===== config.mk =====
export PLATFORM = sky130hd
export DESIGN_NAME = alu_ctrl
export DESIGN_NICKNAME = d
export VERILOG_FILES = /design/src/rtl/alu_ctrl.sv
export SDC_FILE = /design/constraint.sdc
export NUM_CORES = 1
export LEC_CHECK = 0
export CORE_MARGIN = 2
export CORE_UTILIZATION = 55
export CTS_CLUSTER_SIZE = 10
export DETAILED_ROUTE_END_ITERATION = 16
export GPL_ROUTABILITY_DRIVEN = 0
export GPL_TIMING_DRIVEN = 0
export PLACE_DENSITY = 0.92
export SLEW_MARGIN = 20
export SYNTH_ARGS = -nofsm -noshare
export SYNTH_HDL_FRONTEND = slang
export SYNTH_SLANG_ARGS = --single-unit

===== constraint.sdc =====
create_clock -name clk -period 3.1 [get_ports clk]
set_input_delay 0.62 -clock clk [delete_from_list [all_inputs] [get_ports clk]]
set_output_delay 0.62 -clock clk [all_outputs]
set_load 0.02 [all_outputs]

===== src/rtl/alu_ctrl.sv =====
// Sequencing controller for an external 8-bit ALU: fetches one instruction,
// drives the ALU for one cycle, then writes the result back to a 4-entry register file.
module alu_ctrl (
  input  logic       clk,
  input  logic       rst_n,
  input  logic       instr_valid,
  input  logic [8:0] instr,
  output logic       instr_ready,
  output logic [3:0] alu_cmd,
  output logic [7:0] alu_a,
  output logic [7:0] alu_b,
  output logic       alu_sc_i,
  input  logic [7:0] alu_rslt,
  input  logic       alu_sc_o,
  output logic       done,
  output logic       illegal,
  output logic [2:0] flags,
  input  logic [1:0] dbg_sel,
  output logic [7:0] dbg_data
);

  localparam logic [1:0] S_IDLE = 2'd0;
  localparam logic [1:0] S_EXEC = 2'd1;
  localparam logic [1:0] S_WB   = 2'd2;

  logic [1:0] state;
  logic [8:0] instr_q;
  logic [7:0] regs [4];
  logic       carry;
  logic       zero;
  logic       parity;
  logic       illegal_q;

  logic [3:0] op;
  logic [1:0] ra;
  logic       op_illegal;
  logic       op_uses_imm;

  assign op = instr_q[8:5];
  assign ra = instr_q[4:3];

  always_comb begin
    op_illegal  = (op == 4'b0011) || (op == 4'b0100) || (op == 4'b0110);
    op_uses_imm = (op == 4'b0010) || (op == 4'b1011) || (op == 4'b1100);
  end

  // Operands are read in EXEC and the write lands on the closing edge, so ra==rb sees the old value.
  always_ff @(posedge clk or negedge rst_n) begin
    if (!rst_n) begin
      state     <= S_IDLE;
      instr_q   <= '0;
      illegal_q <= 1'b0;
      carry     <= 1'b0;
      zero      <= 1'b0;
      parity    <= 1'b0;
      for (int i = 0; i < 4; i++) regs[i] <= '0;
    end else begin
      case (state)
        S_IDLE: begin
          if (instr_valid) begin
            instr_q <= instr;
            state   <= S_EXEC;
          end
        end
        S_EXEC: begin
          state     <= S_WB;
          illegal_q <= op_illegal;
          if (!op_illegal) begin
            regs[ra] <= alu_rslt;
            carry    <= alu_sc_o;
            zero     <= (alu_rslt == 8'h00);
            parity   <= ^alu_rslt;
          end
        end
        S_WB: begin
          state     <= S_IDLE;
          illegal_q <= 1'b0;
        end
        default: state <= S_IDLE;
      endcase
    end
  end

  // ALU interface is quiet outside EXEC so the ALU never sees stale operands.
  always_comb begin
    alu_cmd  = 4'd0;
    alu_a    = 8'd0;
    alu_b    = 8'd0;
    alu_sc_i = 1'b0;
    if (state == S_EXEC) begin
      alu_cmd  = op;
      alu_a    = regs[ra];
      alu_b    = op_uses_imm ? {5'd0, instr_q[2:0]} : regs[instr_q[1:0]];
      alu_sc_i = carry;
    end
  end

  assign instr_ready = (state == S_IDLE);
  assign done        = (state == S_WB);
  assign illegal     = (state == S_WB) && illegal_q;
  assign flags       = {carry, zero, parity};
  assign dbg_data    = regs[dbg_sel];

endmodule


==> summary.md, run 1 <==
| Metric | Value |
|---|---|
| Outcome | complete, no violations |
| TritonCTS Sinks | 47 |
| Yosys top cell area share | 0.419 |
| Worst IR Drop VDD | 651 uV |
| Iter 0 DRT Violations | 116 |
| Final worst-path cycle share | 0.966 |
| Share of layout cells above drive strength 1 | 0.363 |
| RSZ-0062 raised after global routing | false |
| Vias/cell | 5.94 |
| Nets | 289 |
| Final Slew Violations | 0 |
| Fin. Hold Viols | 0 |
| Seq/Total Area, Yosys | 0.419 |
| Post-synth top area cell | dfrtp_1 |
| Worst path slowest cell | clkdlybuf4s50_1 |
| Area delta synth->final | 26.8% |
| Die Ht | 75.4 um |
| Startpoint Class | register |
| CTS tree | done |
| Vias in the first global route | 1,992 |
| Crit path DAT | 2.37 ns |
| Port Buffers | 55 |
| Antenna Cells | 0 |
| LEAKAGE | 0.00150 uW |
| Syn Area/Cell | 14.4 sq um |
| Critical Path RT | 2.48 ns |
| Commonest cells after routing, fill and taps aside | clkdlybuf4s50_1, dfrtp_1, mux2_2 |
| Pwr dens | 1100 nW/um^2 |
| Setup CP Type | reg2out |
| CTS buffer count | 5 |
| Crit path capture type | primary output |
| DRC | 0 |
| Post-route ant nets | 0 |
| Setup TNS | 0 ns |
| Final Skew | 0.00901 ns |
| Tot GR Track Use | 0.241 |
| Row count | 25 |
| Yosys warning count | 0 |
| Synth cell types | 31 |
| HPWL after DPL | 4.50 mm |
| Syn_nets | 226 |
| Hold Path Class | in2async |
| Yosys reg bits | 47 |
| Initial core utilization | 0.583 |
| Largest net degree at the start of global routing | 29 |
| Critical-path maximum fanout | 10 |
| H-Tree Depth | 2 |
| Clock slew at reported path FFs | 0.09 ns |
| WL/cell | 19.1 um |
| Global-route wire length before repair | 9.83 mm |
| Final Critical Period | 2.99 ns |
| Max Freq | 334 MHz |
| Boundary Pins | 58 |
| DRT Pass-1 Iters | 4 |
| MaxCap Viol Count | 0 |
| Multi-input gate area in the final layout | 1550 sq um |
| Gr ovfl total | 0 |
| Clk root buf | clkbuf_8 |
| Critical Path, Cell by Cell | clkbuf_4 > mux4_2 > and2_1 > clkdlybuf4s50_1 |
| Final Setup Violations | 0 |
| Placeable Area | 4820 sq um |
| Via count | 1,935 |
| Synth area leaders | dfrtp_1, mux4_2, mux2_2 |
| Tot Pwr | 3910 uW |
| Fillers | 343 |
| CTS Hold Bufs | 0 |
| Slew @ Worst Pin | 0.692 ns |
| Sequential Area | 1180 sq um |
| WL final | 6.21 mm |
| Cells after synthesis | 195 |
| Commonest non-fill, non-tap cell in the layout | clkdlybuf4s50_1 |
| Die extent in x | 75.4 um |
| Worst skew pair latency | 0.30 ns |
| Initial antenna violation count | 0 |
| Mapped Area | 2810 sq um |
| Die area | 5690 sq um |
| Slew HR | 0.539 |
| Maximum root-to-sink buffer count | 2 |
| Max incr delay on CP | 0.54 ns |
## sequential cells by signal (all words and copies together) (netlist names)
register   flops
regs          32
instr_q        9
carry          1
parity         1
zero           1
illegal_q      1
state          2
## synthesized netlist by cell type
| master | count |
|---|---|
| xnor2_1 | 3 |
| and2_1 | 14 |
| clkbuf_1 | 3 |
| nor3b_1 | 1 |
| nor4bb_1 | 1 |
| nor3_2 | 1 |
| nand4_1 | 1 |
| and3_1 | 5 |
| a32o_1 | 1 |
| nor3b_4 | 2 |
| inv_1 | 10 |
| nor2b_1 | 3 |
| nor4b_1 | 1 |
| and4b_1 | 1 |
| buf_2 | 4 |
| a21oi_1 | 1 |
| nand3_4 | 1 |
| nor2_4 | 1 |
| or3b_4 | 1 |
| mux2_1 | 2 |
| dfrtp_1 | 47 |
| o21ai_0 | 2 |
| buf_4 | 3 |
| nand4bb_2 | 1 |
| mux2i_1 | 4 |
| nand2_1 | 5 |
| nor3_4 | 1 |
| mux4_2 | 23 |
| buf_1 | 1 |
| mux2_2 | 43 |
| ha_1 | 8 |
## cells by family (layout without fill, tap and decap cells)
kind of cell,count (synthesis),after routing,synth area share
AOI/OAI and AO/OA,4,4,0.00892
xor gates and xnor gates,3,3,0.00936
adders and majority gates,8,8,0.0357
buffers and inverters,21,85,0.0339
DFF,47,47,0.419
muxes,72,72,0.379
and+or+nand+nor,40,40,0.114
## cell type report
type / count / share of cell area
Timing Repair Buffer: 56 / 0.160
Sequential cell: 47 / 0.330
Buffer: 11 / 0.0176
Tap cell: 67 / 0.0236
Clock buffer: 5 / 0.0193
Inverter: 10 / 0.0105
Clock inverter: 3 / 0.00422
Multi-Input combinational cell: 127 / 0.435
## per-stage QoR
step | hold slack, ns | util | instances | cell area [sq um] | setup WS, ns
global route | 0.272 | 0.739 | 326 | 3560 | 0.0121
floorplan | 0.324 | - | 195 | 2810 | 1.03
CTS | 0.269 | 0.736 | 326 | 3550 | 0.000696
global placement | 0.467 | 0.714 | 317 | 3440 | 0.113
detailed placement | 0.476 | 0.717 | 318 | 3460 | 0.194
finish | 0.262 | 0.739 | 326 | 3560 | 0.105
## critical path: cells and delay by family (launching register included)
family,cells,cell delay [ns]
DFF,1,0.48
buffers and inverters,2,0.89
and+or+nand+nor,1,0.17
muxes,1,0.53
## report_power, final
part / internal [uW] / switching, uW
registers: 919 / 300
logic: 1320 / 1010
clock network: 155 / 204
## per-layer routing
layer  track usage  wire length (um)  vias to the layer above
li1              -                 -                      854
met1         0.317              2640                     1012
met2         0.406              3200                       57
met3        0.0516               263                       12
met4        0.0741               104                        0
met5             0                 0                        -
## final timing paths
check	slack, ns	cells past startpoint	endpoint	from
hold reg to reg	0.49	2	parity	parity
min in group clk	0.49	2	parity	parity
setup reg to reg	0.98	5	regs[23]	state[1]
hold / removal	0.26	1	regs[24]	rst_n
setup / recovery	0.11	4	alu_a[2]	instr_q[3]
max in group asynchronous	2.33	2	regs[31]	rst_n
## what timing repair did
item	CTS	global route
buffers inserted	0	0
gates resized for setup	1	7
endpoints found under the setup margin	8	21
(Power assumes the default switching activity.)
==> inputs of run 2 (changes only) <==
- CORE_UTILIZATION: 55 -> 68
- DONT_BUFFER_PORTS: not set -> 1
- PLACE_DENSITY: 0.92 -> 0.91
==> summary.md, run 2 (same netlist as run 1, synthesis figures left out) <==
| Metric | Value |
|---|---|
| Sw frac | 0.411 (was 0.387) |
| Slew HR | 0.503 (was 0.539) |
| R2R cell count | 5 (unchanged) |
| Tot GR Track Use | 0.296 (was 0.241) |
| Final Skew | 0.0106 ns (was 0.00901 ns) |
| Cts repair resizes | 0 (was 1) |
| Final Critical Period | 2.76 ns (was 2.99 ns) |
| TritonCTS Sinks | 47 (unchanged) |
| Crit path launch | instr_q[6] (was instr_q[3]) |
| Die Ht | 68.2 um (was 75.4 um) |
| Commonest non-fill, non-tap cell in the layout | dfrtp_1 (was clkdlybuf4s50_1) |
| Fillers | 238 (was 343) |
| Design Area, Final | 3020 sq um (was 3560 sq um) |
| Clock slew at reported path FFs | 0.09 ns (about the same) |
| Reg2reg start | state[1] (unchanged) |
| Nets | 235 (was 289) |
| Post-route ant nets | 0 (unchanged) |
| Outcome | complete, no violations (unchanged) |
| Initial core utilization | 0.702 (was 0.583) |
| LEAKAGE | 0.00129 uW (was 0.00150 uW) |
| Top Registers | regs (32), instr_q (9), state (2) (unchanged) |
| Antenna Cells | 0 (unchanged) |
| Largest net degree at the start of global routing | 35 (was 29) |
| Critical-path maximum fanout | 9 (was 10) |
| WL final | 6.16 mm (was 6.21 mm) |
| Boundary Pins | 58 (unchanged) |
| Die area | 4660 sq um (was 5690 sq um) |
| Crit path capture type | primary output (unchanged) |
| Setup Fix Bufs, Post-CTS | 0 (unchanged) |
| Worst skew pair latency | 0.31 ns (was 0.30 ns) |
| CTS tree | done (unchanged) |
| WL/cell | 24.1 um (was 19.1 um) |
| Clock group share of total power | 0.131 (was 0.092) |
| CTS buffer count | 5 (unchanged) |
| Vias in the first global route | 1,776 (was 1,992) |
| Crit path DAT | 2.14 ns (was 2.37 ns) |
| Die extent in x | 68.2 um (was 75.4 um) |
| Multi-input gate area in the final layout | 1540 sq um (was 1550 sq um) |
| Top reg by flops | regs (unchanged) |
| Hold Path Class | in2async (unchanged) |
| Iter 0 DRT Violations | 83 (was 116) |
| Final Setup Violations | 0 (unchanged) |
| Via count | 1,720 (was 1,935) |
| Setup CP Type | reg2out (unchanged) |
| Placeable Area | 4000 sq um (was 4820 sq um) |
| Global-route wire length before repair | 9.36 mm (was 9.83 mm) |
| Fin. Hold Viols | 0 (unchanged) |
| Slew @ Worst Pin | 0.742 ns (was 0.692 ns) |
| Maximum root-to-sink buffer count | 2 (unchanged) |
| Initial antenna violation count | 0 (unchanged) |
| DRC | 0 (unchanged) |
| Commonest cells after routing, fill and taps aside | dfrtp_1, mux2_2, mux4_2 (was clkdlybuf4s50_1, dfrtp_1, mux2_2) |
| Sequential Area | 1180 sq um (unchanged) |
| Startpoint Class | register (unchanged) |
| Max Freq | 363 MHz (was 334 MHz) |
| Seq pwr share | 0.342 (was 0.312) |
| Clk root buf | clkbuf_8 (unchanged) |
| Port Buffers | 0 (was 55) |
| H-Tree Depth | 2 (unchanged) |
| Gate power share | 0.527 (was 0.597) |
| Gr ovfl total | 0 (unchanged) |
| HPWL after DPL | 4.22 mm (was 4.50 mm) |
| Setup TNS | 0 ns (unchanged) |
| Sw power | 1480 uW (was 1520 uW) |
| Pwr dens | 1190 nW/um^2 (was 1100 nW/um^2) |
| Max FFs per register | 32 (unchanged) |
| Final Slew Violations | 0 (unchanged) |
| Dpl cell area | 2870 sq um (was 3460 sq um) |
| Share of layout cells above drive strength 1 | 0.439 (was 0.363) |
| Critical Path RT | 2.48 ns (about the same) |
| RSZ-0062 raised after global routing | false (unchanged) |
| Vias/cell | 6.75 (was 5.94) |
| Worst IR Drop VDD | 608 uV (was 651 uV) |
| Final worst-path cycle share | 0.889 (was 0.966) |
| Internal | 2120 uW (was 2400 uW) |
| MaxCap Viol Count | 0 (unchanged) |
| Area delta synth->final | 7.49% (was 26.8%) |
| DRT Pass-1 Iters | 4 (unchanged) |
| Row count | 23 (was 25) |
-- run 2: cell types whose count changed in the layout (fill, tap and decap cells not counted), moves of 2 or more --
cell	change
clkdlybuf4s50_1	-53
clkbuf_1	+2
clkbuf_2	-2
clkinv_2	-2
-- run 2: through the flow --
| step | instances | utilization | setup WS (ns) | hold slack (ns) | total power (uW) |
|---|---|---|---|---|---|
| CTS | 254 | 0.749 | 0.342 | 0.00216 | 3580 |
| finish | 255 | 0.754 | 0.343 | 0.133 | 3600 |
| detailed placement | 245 | 0.717 | 0.700 | 0.326 | 3110 |
| floorplan | 195 | - | 1.03 | 0.324 | 2740 |
| global placement | 245 | 0.717 | 0.796 | 0.326 | 2980 |
| global route | 255 | 0.754 | 0.187 | 0.134 | 3790 |
-- run 2: worst paths after layout --
check	to	slack, ns
worst max register to register	regs[10]	0.97
worst min-delay path	regs[20]	0.13
max in group asynchronous	instr_q[7]	1.92
worst max-delay path	alu_b[2]	0.34
min in group clk	instr_q[8]	0.46
worst min register to register	parity	0.49
-- run 2: worst max-delay path: stages, from the launching register on --
cell	delay [ns]
dfrtp_1	0.46
nor4b_1	0.18
nor3_2	0.64
mux2i_1	0.18
nor2b_1	0.37
-- run 2: area by class of cell --
type | count | area share
Buffer | 11 | 0.0191
Multi-Input combinational cell | 127 | 0.509
Timing Repair Buffer | 2 | 0.00995
Tap cell | 50 | 0.0207
Clock inverter | 2 | 0.0116
Inverter | 10 | 0.0124
Clock buffer | 6 | 0.0274
Sequential cell | 47 | 0.390
-- run 2: power groups by stage --
stage / registers (uW) / clock network (uW) / logic, uW
finish: 1230 / 472 / 1900
global route: 1270 / 502 / 2020
CTS: 1220 / 470 / 1900
detailed placement: 1230 / 0 / 1880
global placement: 1160 / 0 / 1810
floorplan: 1130 / 0 / 1610
-- run 2: what timing repair did --
action                                  4_1_cts  5_1_grt
hold buffers                                  1        1
hold endpoints to repair                     14       33
endpoints found under the setup margin        0        0
-- run 2: routing by layer --
layer,global-route usage,routed length [um],up-vias
met2,0.511,3280,62
met5,0,0,-
li1,-,-,746
met1,0.356,2370,897
met4,0.120,139,0
met3,0.0724,367,15
